[src/rtl/param_sync_ram_if.sv]
// Bus bundle for param_sync_ram: request/ready handshake, write data with
// byte enables, and the registered read return path.
interface param_sync_ram_if #(
  parameter int DATA_W = 8,
  parameter int ADDR_W = 6
);
  logic                  req;
  logic                  wnr;
  logic [ADDR_W-1:0]     addr;
  logic [DATA_W-1:0]     data;
  logic [DATA_W/8-1:0]   be;
  logic                  ready;
  logic [DATA_W-1:0]     q;
  logic                  q_valid;
  logic                  busy;

  // Bus master drives requests and observes the return path.
  modport master (
    output req, wnr, addr, data, be,
    input  ready, q, q_valid, busy
  );

  // The RAM consumes requests and produces the return path.
  modport slave (
    input  req, wnr, addr, data, be,
    output ready, q, q_valid, busy
  );
endinterface

[src/rtl/param_sync_ram.sv]
// Parametrised single-port synchronous RAM with request/ready handshake,
// per-byte write enables, a one-cycle registered read with valid strobe and
// an optional post-reset sweep that fills every word with INIT_VAL.
module param_sync_ram #(
  parameter int                 DATA_W         = 8,
  parameter int                 ADDR_W         = 6,
  parameter int                 CLEAR_ON_RESET = 1,
  parameter logic [DATA_W-1:0]  INIT_VAL       = '0
) (
  input  logic            clk,
  input  logic            rst,
  param_sync_ram_if.slave bus
);

  localparam int NUM_BYTES = DATA_W / 8;
  localparam int DEPTH     = 1 << ADDR_W;

  localparam logic [0:0] S_CLEAR = 1'b0;
  localparam logic [0:0] S_IDLE  = 1'b1;

  logic [DATA_W-1:0] r_mem [DEPTH];
  logic [0:0]        r_state;
  logic [ADDR_W-1:0] r_cnt;
  logic              r_ready;
  logic [DATA_W-1:0] r_q;
  logic              r_q_valid;

  logic              w_accept;
  logic              w_write;
  logic              w_read;
  logic              w_last;

  // An access only happens when the block advertises ready; otherwise the
  // bus fields are never looked at, so they may carry garbage.
  assign w_accept = r_ready & bus.req;
  assign w_write  = w_accept & bus.wnr;
  assign w_read   = w_accept & ~bus.wnr;
  assign w_last   = (r_cnt == {ADDR_W{1'b1}});

  assign bus.ready   = r_ready;
  assign bus.q       = r_q;
  assign bus.q_valid = r_q_valid;
  assign bus.busy    = (r_state == S_CLEAR);

  // Control FSM: sweep counter in CLEAR, ready flag raised when IDLE begins.
  always_ff @(posedge clk) begin
    if (rst) begin
      r_state <= (CLEAR_ON_RESET != 0) ? S_CLEAR : S_IDLE;
      r_cnt   <= '0;
      r_ready <= 1'b0;
    end else begin
      case (r_state)
        S_CLEAR: begin
          if (w_last) begin
            r_state <= S_IDLE;
            r_ready <= 1'b1;
          end else begin
            r_cnt <= r_cnt + ADDR_W'(1);
          end
        end
        default: begin
          r_ready <= 1'b1;
        end
      endcase
    end
  end

  // Storage: sweep writes whole words, bus writes touch only enabled bytes.
  always_ff @(posedge clk) begin
    if (!rst) begin
      if (r_state == S_CLEAR) begin
        r_mem[r_cnt] <= INIT_VAL;
      end else if (w_write) begin
        for (int k = 0; k < NUM_BYTES; k++) begin
          if (bus.be[k]) begin
            r_mem[bus.addr][8*k +: 8] <= bus.data[8*k +: 8];
          end
        end
      end
    end
  end

  // Read return path: q holds between reads, q_valid pulses per accepted read.
  always_ff @(posedge clk) begin
    if (rst) begin
      r_q       <= '0;
      r_q_valid <= 1'b0;
    end else begin
      r_q_valid <= w_read;
      if (w_read) begin
        r_q <= r_mem[bus.addr];
      end
    end
  end

endmodule

[src/flat_wrapper.sv]
// flat-port wrapper written by rule: the top's interface ports become plain ports
module param_sync_ram_flat 
#(
  parameter int                 DATA_W         = 8,
  parameter int                 ADDR_W         = 6,
  parameter int                 CLEAR_ON_RESET = 1,
  parameter logic [DATA_W-1:0]  INIT_VAL       = '0
)
  (clk, rst, bus_req, bus_wnr, bus_addr, bus_data, bus_be, bus_ready, bus_q, bus_q_valid, bus_busy);
  param_sync_ram_if #(.DATA_W(DATA_W), .ADDR_W(ADDR_W)) bus_i ();
  input  logic clk;
  input  logic rst;
  input wire logic [$bits(bus_i.req)-1:0] bus_req;
  input wire logic [$bits(bus_i.wnr)-1:0] bus_wnr;
  input wire logic [$bits(bus_i.addr)-1:0] bus_addr;
  input wire logic [$bits(bus_i.data)-1:0] bus_data;
  input wire logic [$bits(bus_i.be)-1:0] bus_be;
  output wire logic [$bits(bus_i.ready)-1:0] bus_ready;
  output wire logic [$bits(bus_i.q)-1:0] bus_q;
  output wire logic [$bits(bus_i.q_valid)-1:0] bus_q_valid;
  output wire logic [$bits(bus_i.busy)-1:0] bus_busy;
  assign bus_i.req = bus_req;
  assign bus_i.wnr = bus_wnr;
  assign bus_i.addr = bus_addr;
  assign bus_i.data = bus_data;
  assign bus_i.be = bus_be;
  assign bus_ready = bus_i.ready;
  assign bus_q = bus_i.q;
  assign bus_q_valid = bus_i.q_valid;
  assign bus_busy = bus_i.busy;
  param_sync_ram #(.DATA_W(DATA_W), .ADDR_W(ADDR_W), .CLEAR_ON_RESET(CLEAR_ON_RESET), .INIT_VAL(INIT_VAL)) u_core (.clk(clk), .rst(rst), .bus(bus_i));
endmodule
[config.mk]
export PLATFORM = sky130hd
export DESIGN_NAME = param_sync_ram_flat
export DESIGN_NICKNAME = d
export VERILOG_FILES = /design/src/rtl/param_sync_ram_if.sv /design/src/rtl/param_sync_ram.sv /design/src/flat_wrapper.sv
export SDC_FILE = /design/constraint.sdc
export NUM_CORES = 1
export LEC_CHECK = 0
export BUFFER_PORTS_ARGS = -buffer_cell sky130_fd_sc_hd__buf_2
export CORE_ASPECT_RATIO = 0.75
export CORE_MARGIN = 2
export CORE_UTILIZATION = 32
export CTS_CLUSTER_DIAMETER = 40
export DETAILED_ROUTE_END_ITERATION = 10
export PLACE_DENSITY = 0.44
export SKIP_CTS_REPAIR_TIMING = 1
export SLEW_MARGIN = 20
export SYNTH_ARGS = -nofsm -noshare
export SYNTH_HDL_FRONTEND = slang
export SYNTH_SLANG_ARGS = --single-unit
[constraint.sdc]
create_clock -name clk -period 4.2 [get_ports clk]
set_clock_uncertainty 0.2 [all_clocks]
set_input_delay 0.21 -clock clk [delete_from_list [all_inputs] [get_ports clk]]
set_output_delay 0.21 -clock clk [all_outputs]
set_load 0.01 [all_outputs]
After elaboration in Yosys (flattened, before gate mapping)
Memory sizes are Yosys's and may differ from the RTL's. A register that Yosys moved wholly into a read port is not among the register bits.
Cells that the tools add are included.
{"block": "totals", "in_bits": 19, "out_inout_bits": 11, "ram_bits": 512, "ff_bits": 9, "word_cells": 31, "mem_count": 1}
{"block": "classes", "bitwise": 6, "mux": 15, "reduce_logical": 3, "n_eq_ne": 1, "addsub": 1}
{"name": "u_core.r_mem", "words": 64, "word_bits": 8, "read_ports": 1, "rd_clocked_by_memory_dff": 1, "wr": 1, "line_no": "param_sync_ram.sv:21", "source": "logic [DATA_W-1:0] r_mem [DEPTH];"}
{"operator": "1-bit 2-to-1 mux", "count": 13}
{"operator": "8-bit 2-to-1 mux", "count": 1}
{"operator": "8-bit OR reduction", "count": 1}
{"operator": "6-bit by 1-bit adder with 6-bit output (second input constant)", "count": 1}
{"operator": "6-bit equality test (second input constant)", "count": 1}
{"operator": "6-bit 2-to-1 mux", "count": 1}
{"operator": "1-bit AND", "count": 3}
{"operator": "1-bit inverter", "count": 3}
{"operator": "2-bit AND reduction", "count": 1}
{"operator": "2-bit nonzero test", "count": 1}

Longest topological paths before layout
{"block": "depth", "ltp_word": 8, "ltp_mapped": 9, "mapped_depth_nobuf": 7}

Worst setup path after synthesis
Ideal clock, no wire load.
{"block": "synth_timing", "path_type": "register to register", "start": "reg u_core.r_ready (netlist: u_core.bus.ready)", "end": "mem u_core.r_mem[0][0], data pin", "arrival_time_ns": 2.147, "setup_time_ns": 0.367, "synth_period_minus_slack_ns": 2.714, "path_stages_with_launch": 6, "required_time_ns": 3.633, "n_path_buf": 2, "path_slack_ns": 1.486, "cell_sequence": "dfxtp_1 nand2_1 nor3_4 buf_4 clkbuf_1 and2_1"}
{"block": "synth_between", "elab_chain_len": 8}
{"element": "start, declared", "line_no": "param_sync_ram.sv:24", "source": "logic r_ready;"}
{"element": "start signal, assigned", "line_no": "param_sync_ram.sv:50", "source": "r_ready <= 1'b0;"}
{"element": "start signal, assigned", "line_no": "param_sync_ram.sv:56", "source": "r_ready <= 1'b1;"}
{"element": "start signal, assigned", "line_no": "param_sync_ram.sv:62", "source": "r_ready <= 1'b1;"}
{"element": "1-bit AND", "line_no": "param_sync_ram.sv:35", "source": "assign w_accept = r_ready & bus.req;"}
{"element": "1-bit AND", "line_no": "param_sync_ram.sv:36", "source": "assign w_write = w_accept & bus.wnr;"}
{"element": "1-bit 2-to-1 mux", "line_no": "param_sync_ram.sv:73", "source": "end else if (w_write) begin"}
{"element": "1-bit 2-to-1 mux", "line_no": "param_sync_ram.sv:71", "source": "if (r_state == S_CLEAR) begin"}
{"element": "1-bit 2-to-1 mux", "line_no": "param_sync_ram.sv:70", "source": "if (!rst) begin"}
{"element": "1-bit 2-to-1 mux (not written as such)", "line_no": "param_sync_ram.sv:76", "source": "r_mem[bus.addr][8*k +: 8] <= bus.data[8*k +: 8];"}
{"element": "8-bit OR reduction (no source line)"}
{"element": "8-bit 2-to-1 mux (no source line)"}
{"element": "end, declared", "line_no": "param_sync_ram.sv:21"}
No other way between the ends.

Worst setup path after layout
{"block": "layout_timing", "start": "reg u_core.r_state", "end": "mem u_core.r_mem[15][3] (enable)"}
{"block": "layout_between", "elab_chain_len": 5, "elab_cells_between_ends": 9, "classes_between": "mux: 8; reduce/logical: 1"}
{"element": "start, declared", "line_no": "param_sync_ram.sv:22", "source": "logic [0:0] r_state;"}
{"element": "start signal, assigned", "line_no": "param_sync_ram.sv:48", "source": "r_state <= (CLEAR_ON_RESET != 0) ? S_CLEAR : S_IDLE;"}
{"element": "1-bit 2-to-1 mux", "line_no": "param_sync_ram.sv:71"}
{"element": "1-bit 2-to-1 mux", "line_no": "param_sync_ram.sv:70"}
{"element": "1-bit 2-to-1 mux (not written as such)", "line_no": "param_sync_ram.sv:76"}
{"element": "8-bit OR reduction (no source line)"}
{"element": "6-bit 2-to-1 mux (no source line) or 1-bit 2-to-1 mux (tied branches)"}
Parallel ways exist; a longest one is shown, timed or not.

==> insert_results.sql <==
INSERT INTO impl_metrics (metric_group, metric, value, unit) VALUES
('outcome', 'outcome', 'complete, no violations', ''),
('yosys', 'synth_top_area_cell', 'sky130_fd_sc_hd__edfxtp_1', ''),
('setup_path', 'max_stage_delay_cell_worst_path', 'sky130_fd_sc_hd__nor2_1', ''),
('global_routing', 'wire_length_of_the_first_global_routing_pass', '78500', 'um'),
('setup_path', 'ff2ff_setup_slack', '860', 'ps'),
('die', 'floorplan.io_pins', '30', ''),
('die', 'core_region_area', '65000', 'sq um'),
('layout', 'finish.utilization', '38.0', '%'),
('yosys', 'synth.avg_cell_area', '18.8', 'sq um'),
('global_routing', 'grt.met2_usage', '22.6', '%'),
('global_routing', 'grt.met3_usage', '3.22', '%'),
('drt', 'wl_per_cell', '25.7', 'um'),
('place', 'globalplace.congestion', '0.840', ''),
('yosys', 'yosysWarnings', '0', ''),
('layout', 'proportion_of_layout_cells_with_a_drive_suffix_above_1', '27.4', '%'),
('layout', 'multi_input_comb_area', '4790', 'sq um'),
('drt', 'detailed_route_vias_per_instance', '5.12', ''),
('global_routing', 'maximum_number_of_pins_on_one_net_before_global_route_repair', '110', ''),
('layout', 'layout.cells.most_common_list', 'sky130_fd_sc_hd__edfxtp_1 (512), sky130_fd_sc_hd__nor2_1 (82), sky130_fd_sc_hd__buf_4 (71)', ''),
('yosys', 'post-synth-top-area-fraction', '73.5', '%'),
('cts', 'clkSlewWorstSetupHoldPaths', '60', 'ps'),
('drt', 'ant_nets', '0', ''),
('sta', 'hold_violations', '0', ''),
('global_routing', 'grt_util_met1', '25.9', '%'),
('cts', 'cts_inserted_buffers', '66', ''),
('setup_path', 'slowest_delay', '840', 'ps'),
('sta', 'period_share', '79.5', '%'),
('sta', 'max_slew_margin', '30.1', '%'),
('sta', 'setup_tns', '0', 'ps'),
('pwr', 'cellPowerDensity', '492', 'nW/um^2'),
('cts', 'cts-htree-levels', '3', ''),
('place', 'buffer_ports.inserted', '29', ''),
('layout', 'antenna-diode-count', '0', ''),
('setup_path', 'path_class', 'reg -> reg', ''),
('setup_path', 'timing.critical_path.cells', 'nand3_1 -> nor3_4 -> buf_4 -> nand3_1 -> o21ai_0 -> nand2_1 -> nor2_1', ''),
('cts', 'cts-root-to-sink-buffers', '3', ''),
('yosys', 'mappedNetlistArea', '20900', 'sq um'),
('die', 'die_x', '299', 'um'),
('setup_path', 'worst_setup_path_end_kind', 'flop', ''),
('layout', 'nNetsFinal', '1242', ''),
('yosys', 'synth_fp_nets', '1135', ''),
('global_routing', 'first_global_vias', '10561', ''),
('yosys', 'cell_types_with_the_largest_area_share_after_synthesis', 'sky130_fd_sc_hd__edfxtp_1 (73%), sky130_fd_sc_hd__mux4_2 (7.0%), sky130_fd_sc_hd__mux2i_1 (3.3%), sky130_fd_sc_hd__mux2_2 (3.2%), sky130_fd_sc_hd__dfxtp_1 (1.6%)', ''),
('yosys', 'synth.yosys.seq_area_share', '75.1', '%'),
('setup_path', 'worst_path_dominant_cell_family', 'simple AND/OR/NAND/NOR gates', ''),
('sta', 'report.final.slew_viol_count', '0', ''),
('sta', 'grt_setup_unrepaired', 'no', ''),
('global_routing', 'grt_overflow_total', '0', ''),
('sta', 'maxClockFrequency', '300', 'MHz'),
('layout', 'areaGrowthSynthToFinish', '18.0', '%'),
('setup_path', 'critical-path-top-cell-by-count', 'sky130_fd_sc_hd__nand3_1', ''),
('yosys', 'synth-edff-count', '512', ''),
('setup_path', 'arrival', '3340', 'ps'),
('cts', 'cts_tree', 'done', ''),
('cts', 'clkSinkCount', '529', ''),
('die', 'start_util', '32.2', '%'),
('yosys', 'synth.ff_latch_count', '529', ''),
('sta', 'worstMarginPinSlew', '1030', 'ps'),
('drt', 'route.vias.total', '10972', ''),
('yosys', 'synth_cells', '1115', ''),
('drt', 'dr.pass1.iters', '6', ''),
('layout', 'num-fill-cells', '5955', ''),
('cts', 'cts.root.buffer_cell', 'sky130_fd_sc_hd__clkbuf_16', ''),
('setup_path', 'startpoint_type', 'flop', ''),
('global_routing', 'grt_most_used_layer', 'met1', ''),
('run', 'maxCapViolations', '0', ''),
('layout', 'commonest_non_fill_non_tap_cell_in_the_layout', 'sky130_fd_sc_hd__edfxtp_1', ''),
('global_routing', 'initial_antenna_violation_count', '2', ''),
('drt', 'dr_drc_count', '0', ''),
('cts', 'clock_latency_of_the_later_clocked_register_in_the_worst_skew_pair', '590', 'ps'),
('global_routing', 'grtUsageTotal', '16.3', '%');
-- flip-flops by register name, summed over array words and instances (netlist names) --
| name | cells |
|---|---|
| u_core.bus.q | 8 |
| u_core.bus.q_valid | 1 |
| u_core.bus.ready | 1 |
| u_core.r_cnt | 6 |
| u_core.r_mem | 512 |
| u_core.r_state | 1 |
-- layout make-up --
type / count / share of cell area [%]
sequential: 529 / 63.7
multi-input combinational: 517 / 19.4
clock buffer: 76 / 7.06
tap: 871 / 4.42
timing repair buffer: 103 / 2.97
clock inverter: 42 / 2.40
inverter: 5 / 0.0761
-- worst reg2reg max path, cell delays in order, from the launching register on --
cell                      delay (ps)
sky130_fd_sc_hd__dfxtp_1         410
sky130_fd_sc_hd__nand3_1         140
sky130_fd_sc_hd__nor3_4          290
sky130_fd_sc_hd__buf_4           380
sky130_fd_sc_hd__nand3_1         150
sky130_fd_sc_hd__o21ai_0         150
sky130_fd_sc_hd__nand2_1         400
sky130_fd_sc_hd__nor2_1          850
-- worst paths after layout --
check / startpoint / depth (start not counted) / end
max: u_core.r_state / 7 / u_core.r_mem[15][3]
min reg2reg: u_core.bus.ready / 2 / u_core.bus.ready
min: bus_data[5] / 2 / u_core.r_mem[27][5]
max reg2reg: u_core.r_state / 7 / u_core.r_mem[15][3]
-- Yosys cell counts, types with 11 or more instances --
master	instances
sky130_fd_sc_hd__buf_2	11
sky130_fd_sc_hd__a21oi_1	16
sky130_fd_sc_hd__mux2_2	60
sky130_fd_sc_hd__clkbuf_1	26
sky130_fd_sc_hd__dfxtp_1	17
sky130_fd_sc_hd__nand2_1	26
sky130_fd_sc_hd__a22oi_1	28
sky130_fd_sc_hd__nor2_1	83
sky130_fd_sc_hd__mux4_2	65
sky130_fd_sc_hd__edfxtp_1	512
sky130_fd_sc_hd__buf_6	16
sky130_fd_sc_hd__mux2i_1	68
sky130_fd_sc_hd__o22ai_1	30
sky130_fd_sc_hd__a221oi_1	31
-- routing by layer --
metal	part of all wire, %	up-vias
met3	5.6	65
li1	-	4777
met1	51	5791
met5	0	-
met2	42	339
met4	1.8	0
-- report_power, final --
part / internal (W) / total (W) / switching (W)
clock: 0.00380 / 0.00604 / 0.00224
sequential: 0.00572 / 0.00573 / 0.00000937
combinational: 0.000138 / 0.000377 / 0.000239
total: 0.00966 / 0.0121 / 0.00249
-- cells by family (layout without fill, tap and decap cells) --
logic type               after synthesis  after routing  synth area share, %
adder cells (fa/ha/maj)                1              1               0.0598
buffers and inverters                 69            226                 2.09
AO/OA/AOI/OAI                        154            154                 5.33
multiplexers                         195            195                 13.7
flip-flops                           529            529                 75.1
AND/OR/NAND/NOR                      163            163                 3.57
XOR/XNOR                               4              4                0.167
-- through the flow --
| step | std cells | cell area, sq um | power, W | setup slack [ps] | hold WS, ps |
|---|---|---|---|---|---|
| 5_1_grt | 2143 | 24700 | 0.0125 | 573 | 61.0 |
| 6_report | 2143 | 24700 | 0.0121 | 861 | 63.2 |
| 3_5_place_dp | 2022 | 22300 | 0.00622 | 896 | 254 |
| 3_3_place_gp | 2022 | 22300 | 0.00621 | 914 | 259 |
| 2_1_floorplan | 1115 | 20900 | 0.00609 | 1490 | 125 |
| 4_1_cts | 2140 | 24600 | 0.0123 | 880 | -252 |
Note: power is estimated with default switching activity, not from simulation.
